**src/rtl/ram_loader.sv**
```systemverilog
// ram_loader
// ----------
// Sits in front of the 256x16 RAM and owns its address/in/load inputs.
// While idle the CPU-side signals pass straight through to the RAM. A
// one-cycle start pulse hands the RAM port to the loader, which fills the
// RAM from a valid/ready byte stream: one count byte (0 means 2^ADDR_W
// words) followed by big-endian 16-bit words written to consecutive
// addresses starting at 0.
//
// Optional feature: define RAM_LOADER_CHECKSUM_EN to expect one trailing
// XOR checksum byte after the data and report a mismatch on err.
//
// Ports:
//   clk          system clock, rising edge
//   rst_n        asynchronous active-low reset
//   start        one-cycle pulse, begins a load when idle
//   rx_data      incoming stream byte
//   rx_valid     rx_data is valid
//   rx_ready     loader accepts a byte this cycle
//   cpu_address  CPU-side RAM address
//   cpu_in       CPU-side write data
//   cpu_load     CPU-side write enable
//   ram_address  to RAM address
//   ram_in       to RAM data in
//   ram_load     to RAM write enable
//   busy         loader owns the RAM port
//   done         one-cycle pulse when a load completes
//   err          (checksum build only) checksum mismatch, held until next start

module ram_loader #(
    parameter int ADDR_W = 8,
    parameter int DATA_W = 16
) (
    input  logic              clk,
    input  logic              rst_n,
    input  logic              start,
    input  logic [7:0]        rx_data,
    input  logic              rx_valid,
    output logic              rx_ready,
    input  logic [ADDR_W-1:0] cpu_address,
    input  logic [DATA_W-1:0] cpu_in,
    input  logic              cpu_load,
    output logic [ADDR_W-1:0] ram_address,
    output logic [DATA_W-1:0] ram_in,
    output logic              ram_load,
    output logic              busy,
`ifdef RAM_LOADER_CHECKSUM_EN
    output logic              err,
`endif
    output logic              done
);

    typedef enum logic [2:0] {
        IDLE,
        CNT,
        HI,
        LO,
        WRITE,
`ifdef RAM_LOADER_CHECKSUM_EN
        CHK,
`endif
        DONE
    } state_t;

    state_t            state_q;
    state_t            state_d;
    logic [ADDR_W:0]   count_q;
    logic [ADDR_W:0]   written_q;
    logic [ADDR_W:0]   written_next;
    logic [ADDR_W-1:0] addr_q;
    logic [7:0]        hi_q;
    logic [7:0]        lo_q;
    logic              accept;
    logic              last_word;
`ifdef RAM_LOADER_CHECKSUM_EN
    logic [7:0]        xor_q;
    logic              err_q;
`endif

    // The count is one bit wider than the address so that a full RAM
    // (count byte 0 -> 2^ADDR_W words) can be represented and compared.
    assign written_next = written_q + (ADDR_W+1)'(1);
    assign last_word    = (written_next == count_q);
    assign accept       = rx_valid && rx_ready;

    // State register.
    always_ff @(posedge clk or negedge rst_n) begin
        if (!rst_n) begin
            state_q <= IDLE;
        end else begin
            state_q <= state_d;
        end
    end

    // Next-state logic and the ready handshake. Bytes are only taken in
    // the states that consume one, so a byte offered during IDLE, WRITE or
    // DONE simply stays pending on the stream.
    always_comb begin
        state_d  = state_q;
        rx_ready = 1'b0;
        case (state_q)
            IDLE: begin
                if (start) state_d = CNT;
            end
            CNT: begin
                rx_ready = 1'b1;
                if (accept) state_d = HI;
            end
            HI: begin
                rx_ready = 1'b1;
                if (accept) state_d = LO;
            end
            LO: begin
                rx_ready = 1'b1;
                if (accept) state_d = WRITE;
            end
            WRITE: begin
`ifdef RAM_LOADER_CHECKSUM_EN
                state_d = last_word ? CHK : HI;
`else
                state_d = last_word ? DONE : HI;
`endif
            end
`ifdef RAM_LOADER_CHECKSUM_EN
            CHK: begin
                rx_ready = 1'b1;
                if (accept) state_d = DONE;
            end
`endif
            DONE: begin
                state_d = IDLE;
            end
            default: begin
                state_d = IDLE;
            end
        endcase
    end

    // Loader datapath: word count, write address, byte capture and the
    // optional running checksum. Address wraps naturally at 2^ADDR_W.
    always_ff @(posedge clk or negedge rst_n) begin
        if (!rst_n) begin
            count_q   <= '0;
            written_q <= '0;
            addr_q    <= '0;
            hi_q      <= '0;
            lo_q      <= '0;
`ifdef RAM_LOADER_CHECKSUM_EN
            xor_q     <= '0;
            err_q     <= 1'b0;
`endif
        end else begin
            case (state_q)
                IDLE: begin
                    if (start) begin
                        addr_q    <= '0;
                        written_q <= '0;
`ifdef RAM_LOADER_CHECKSUM_EN
                        xor_q     <= '0;
                        err_q     <= 1'b0;
`endif
                    end
                end
                CNT: begin
                    if (accept) begin
                        count_q <= (rx_data == 8'd0) ? {1'b1, {ADDR_W{1'b0}}}
                                                     : (ADDR_W+1)'(rx_data);
                    end
                end
                HI: begin
                    if (accept) begin
                        hi_q <= rx_data;
`ifdef RAM_LOADER_CHECKSUM_EN
                        xor_q <= xor_q ^ rx_data;
`endif
                    end
                end
                LO: begin
                    if (accept) begin
                        lo_q <= rx_data;
`ifdef RAM_LOADER_CHECKSUM_EN
                        xor_q <= xor_q ^ rx_data;
`endif
                    end
                end
                WRITE: begin
                    addr_q    <= addr_q + ADDR_W'(1);
                    written_q <= written_next;
                end
`ifdef RAM_LOADER_CHECKSUM_EN
                CHK: begin
                    if (accept) err_q <= (rx_data != xor_q);
                end
`endif
                default: begin
                end
            endcase
        end
    end

    // RAM port mux: the loader drives the RAM whenever it is busy, and any
    // CPU write attempted in that window is dropped rather than queued.
    assign busy        = (state_q != IDLE);
    assign done        = (state_q == DONE);
    assign ram_address = busy ? addr_q : cpu_address;
    assign ram_in      = busy ? DATA_W'({hi_q, lo_q}) : cpu_in;
    assign ram_load    = busy ? (state_q == WRITE) : cpu_load;
`ifdef RAM_LOADER_CHECKSUM_EN
    assign err         = err_q;
`endif

endmodule

```
**config.mk**
```make
export PLATFORM = sky130hd
export DESIGN_NAME = ram_loader
export DESIGN_NICKNAME = d
export VERILOG_FILES = /design/src/rtl/ram_loader.sv
export SDC_FILE = /design/constraint.sdc
export NUM_CORES = 1
export LEC_CHECK = 0
export ABC_AREA = 1
export BUFFER_PORTS_ARGS = -buffer_cell sky130_fd_sc_hd__buf_2
export CAP_MARGIN = 40
export CORE_AREA = 2 2 74 76
export DETAILED_ROUTE_END_ITERATION = 6
export DIE_AREA = 0 0 76 78
export PLACE_DENSITY_LB_ADDON = 0.12
export SLEW_MARGIN = 20
export SYNTH_ARGS = -nofsm -noshare
export SYNTH_HDL_FRONTEND = slang
export SYNTH_SLANG_ARGS = --single-unit
```
**constraint.sdc**
```tcl
create_clock -name clk -period 1.9 [get_ports clk]
set_clock_uncertainty 0.1 [all_clocks]
set_input_delay 0.57 -clock clk [delete_from_list [all_inputs] [get_ports clk]]
set_output_delay 0.57 -clock clk [all_outputs]
set_load 0.05 [all_outputs]
```
==> flow_summary.ini <==
[outcome]
status = finished with violations
violations = negative setup slack

[power]
swShare_pct = 50.23
pwr_density_cell_mw_per_mm2 = 1919
p_int_w = 0.003601
clkPwrFrac_pct = 8.6
leakage_nw = 1.861
power_switching_w = 0.003634
seqPwrFrac_pct = 20.7
p_comb_share_pct = 70.7
totalPowerFinal_w = 0.007235
ir_worst_vdd_mv = 1.548

[final_layout]
num-fill-cells = 338
final_common_cell = nand2_1
utilization_pct = 74.76
nets = 476
antenna_cells = 0
final_layout_size_suffix_gt1_share_pct = 39.73
area_growth_pct = 50.27
instances_no_fill = 508
final_cell_mix = 86 x nand2_1, 45 x dfrtp_1, 39 x inv_1

[setup_path]
required_ns = 1.23
slowest_delay_ns = 0.40
crit_slowest_cell = dfrtp_1
path_cells = nor2_2, inv_2, nor2_4, buf_12, buf_12, nand2_1, o21ai_2, buf_6
cp-end-kind = primary output
worstSetupPathType = reg -> out
crit_path_start_kind = register
cp_max_fo = 8
rrSetupSlack_ns = 0.16
arrival_ns = 1.60
cpMostUsedCell = buf_12

[drt]
viasPerCell = 5.122
wl_per_cell_microns = 14.10
num_vias = 2602
routed_wl_microns = 7162
ant_nets = 0
firstDrtPassIters = 4
post-route-drc-count = 0
drt_iter0_drc = 190

[logic_synthesis]
yosysSeqAreaShare_pct = 44.89
syn-num-nets = 395
async_flop_share_pct = 100.0
ys_ff_latch = 45
synth_cell_types = 28
synth_top_area_share_pct = 44.89
yosysWarnings = 0
synth_area_leaders = dfrtp_1 45%, nand2_1 21%, o21ai_0 7.6%, inv_1 5.8%, nand3_1 4.0%
avgSynthCellArea_sq_um = 7.047
yosys.area.top_type = dfrtp_1
yosys_most_used_dff = dfrtp_1
syn_inst = 356
netlist_area_sq_mm = 0.002509
synth_edf_count = 0

[clock_network]
clk_pin_slew_ns = 0.09
cts_hold_buf = 0
cts_sinks = 45
cts_tree = done
numCtsBuffers = 5
clk_latency_ns = 0.30
cts_max_path_buffers = 2
clockRootBuffer = clkbuf_8
cts_max_level = 2

[floorplanning]
coreArea_sq_mm = 0.005042
die-area_sq_mm = 0.005928
die_x_microns = 76
io_pins = 65
initial_core_util_pct = 49.75
fp.dieH_microns = 78
rows = 26

[global_route]
overflow = 0
antenna_found_initial = 0
grt_max_degree = 32
grt_pass1_vias = 2534
grt_first_pass_wirelength_microns = 11460
grt_usage_pct = 23.92

[timing]
finalCritPeriodShare_pct = 119.5
slew-limit-headroom_pct = 66.71
period_minus_slack_ns = 2.270
setup_viol = 27
grt_setup_unrepaired = true
setup_ws_ns = -0.3698
finalHoldViolCount = 0
tightest_slew_ns = 0.4982
fin_setup_tns_ns = -8.468
slew_viol_final = 0
max_freq_mhz = 440.6

[placement]
dp_hpwl_microns = 4722
gp_congestion = 0.8451
portBuffers = 64
dpl_worst_slack_ns = -0.1243
dp.cells = 494

[hold_path]
hold_class = in -> async

[job]
drv_cap = 0
through the flow:
| step | instance area [sq um] | hold slack [ns] |
|---|---|---|
| after floorplan | 2671 | 0.1744 |
| after global placement | 3161 | 0.3670 |
| after detailed placement | 3161 | 0.3751 |
| after CTS | 3603 | 0.08428 |
| after global routing | 3770 | 0.09775 |
| final | 3770 | 0.08424 |
path summary, 6_finish.rpt:
check                      cells past startpoint       start              to
setup / recovery                               8  state_q[1]  ram_address[2]
hold / removal                                 1       rst_n      count_q[4]
setup reg to reg                              10  state_q[1]      state_q[1]
hold reg to reg                                2     lo_q[6]         lo_q[6]
max in group asynchronous                      2       rst_n         hi_q[7]
min in group clk                               2     lo_q[6]         lo_q[6]
metal layers:
metal / GRT usage, % / vias up / part of all wire, %
met5: 0 / - / 0
met4: 6.909 / 0 / 1.8
met3: 4.767 / 14 / 3.9
met2: 41.96 / 78 / 52
met1: 30.13 / 1214 / 43
li1: - / 1296 / -
worst max-delay path: cells and delay by family (launching register included):
| kind | cells | cell delay, ns |
|---|---|---|
| buffers and inverters | 4 | 0.51 |
| flip-flops | 1 | 0.40 |
| AND/OR/NAND/NOR | 3 | 0.32 |
| AO/OA/AOI/OAI | 1 | 0.07 |
area by class of cell:
class	count	area [sq um]	area share, %
clock buffers	6	82.58	2.191
clock inverters	2	13.76	0.3651
inverters	44	172.7	4.580
multi-input cells	258	1491	39.56
flip-flops and latches	45	1126	29.87
well taps	70	87.58	2.323
repair buffers	83	795.8	21.11
Yosys cell counts (2+ instances only):
cell	number
a21oi_1	6
buf_1	2
buf_2	5
clkbuf_1	2
dfrtp_1	45
ha_1	2
inv_1	39
inv_2	4
nand2_1	138
nand2_2	3
nand3_1	20
nand3_2	2
nand3b_1	2
nor2_1	19
nor2_2	5
nor2_4	2
nor3_1	4
nor4_1	2
o21ai_0	38
o21ai_1	4
o22ai_1	4
o32ai_1	2
registers in the layout (all words and copies together), names as in the netlist:
| name | cells |
|---|---|
| count_q | 9 |
| written_q | 9 |
| addr_q | 8 |
| hi_q | 8 |
| lo_q | 8 |
| state_q | 3 |
cell families after synthesis:
logic type / synth area share [%]
simple gates: 33.57
fa+ha+maj: 0.9973
xor+xnor: 0.3492
compound gates: 12.02
flops: 44.89
buf+inv: 8.179
power by group through the flow:
| stage | Sequential [W] | Combinational [W] | Clock [W] |
|---|---|---|---|
| floorplan | 0.00144 | 0.00282 | 0 |
| global placement | 0.00146 | 0.00361 | 0 |
| detailed placement | 0.00147 | 0.00368 | 0 |
| CTS | 0.00145 | 0.00472 | 0.000636 |
| global route | 0.00153 | 0.00543 | 0.000679 |
| finish | 0.00150 | 0.00511 | 0.000624 |
what timing repair did:
| action | CTS | global route |
|---|---|---|
| resized for setup | 88 | 48 |
| cloned | 1 | 1 |
| endpoints found under the setup margin | 28 | 31 |
| setup buffers | 3 | 3 |
| pin swaps | 2 | 10 |
(Power assumes the default switching activity.)
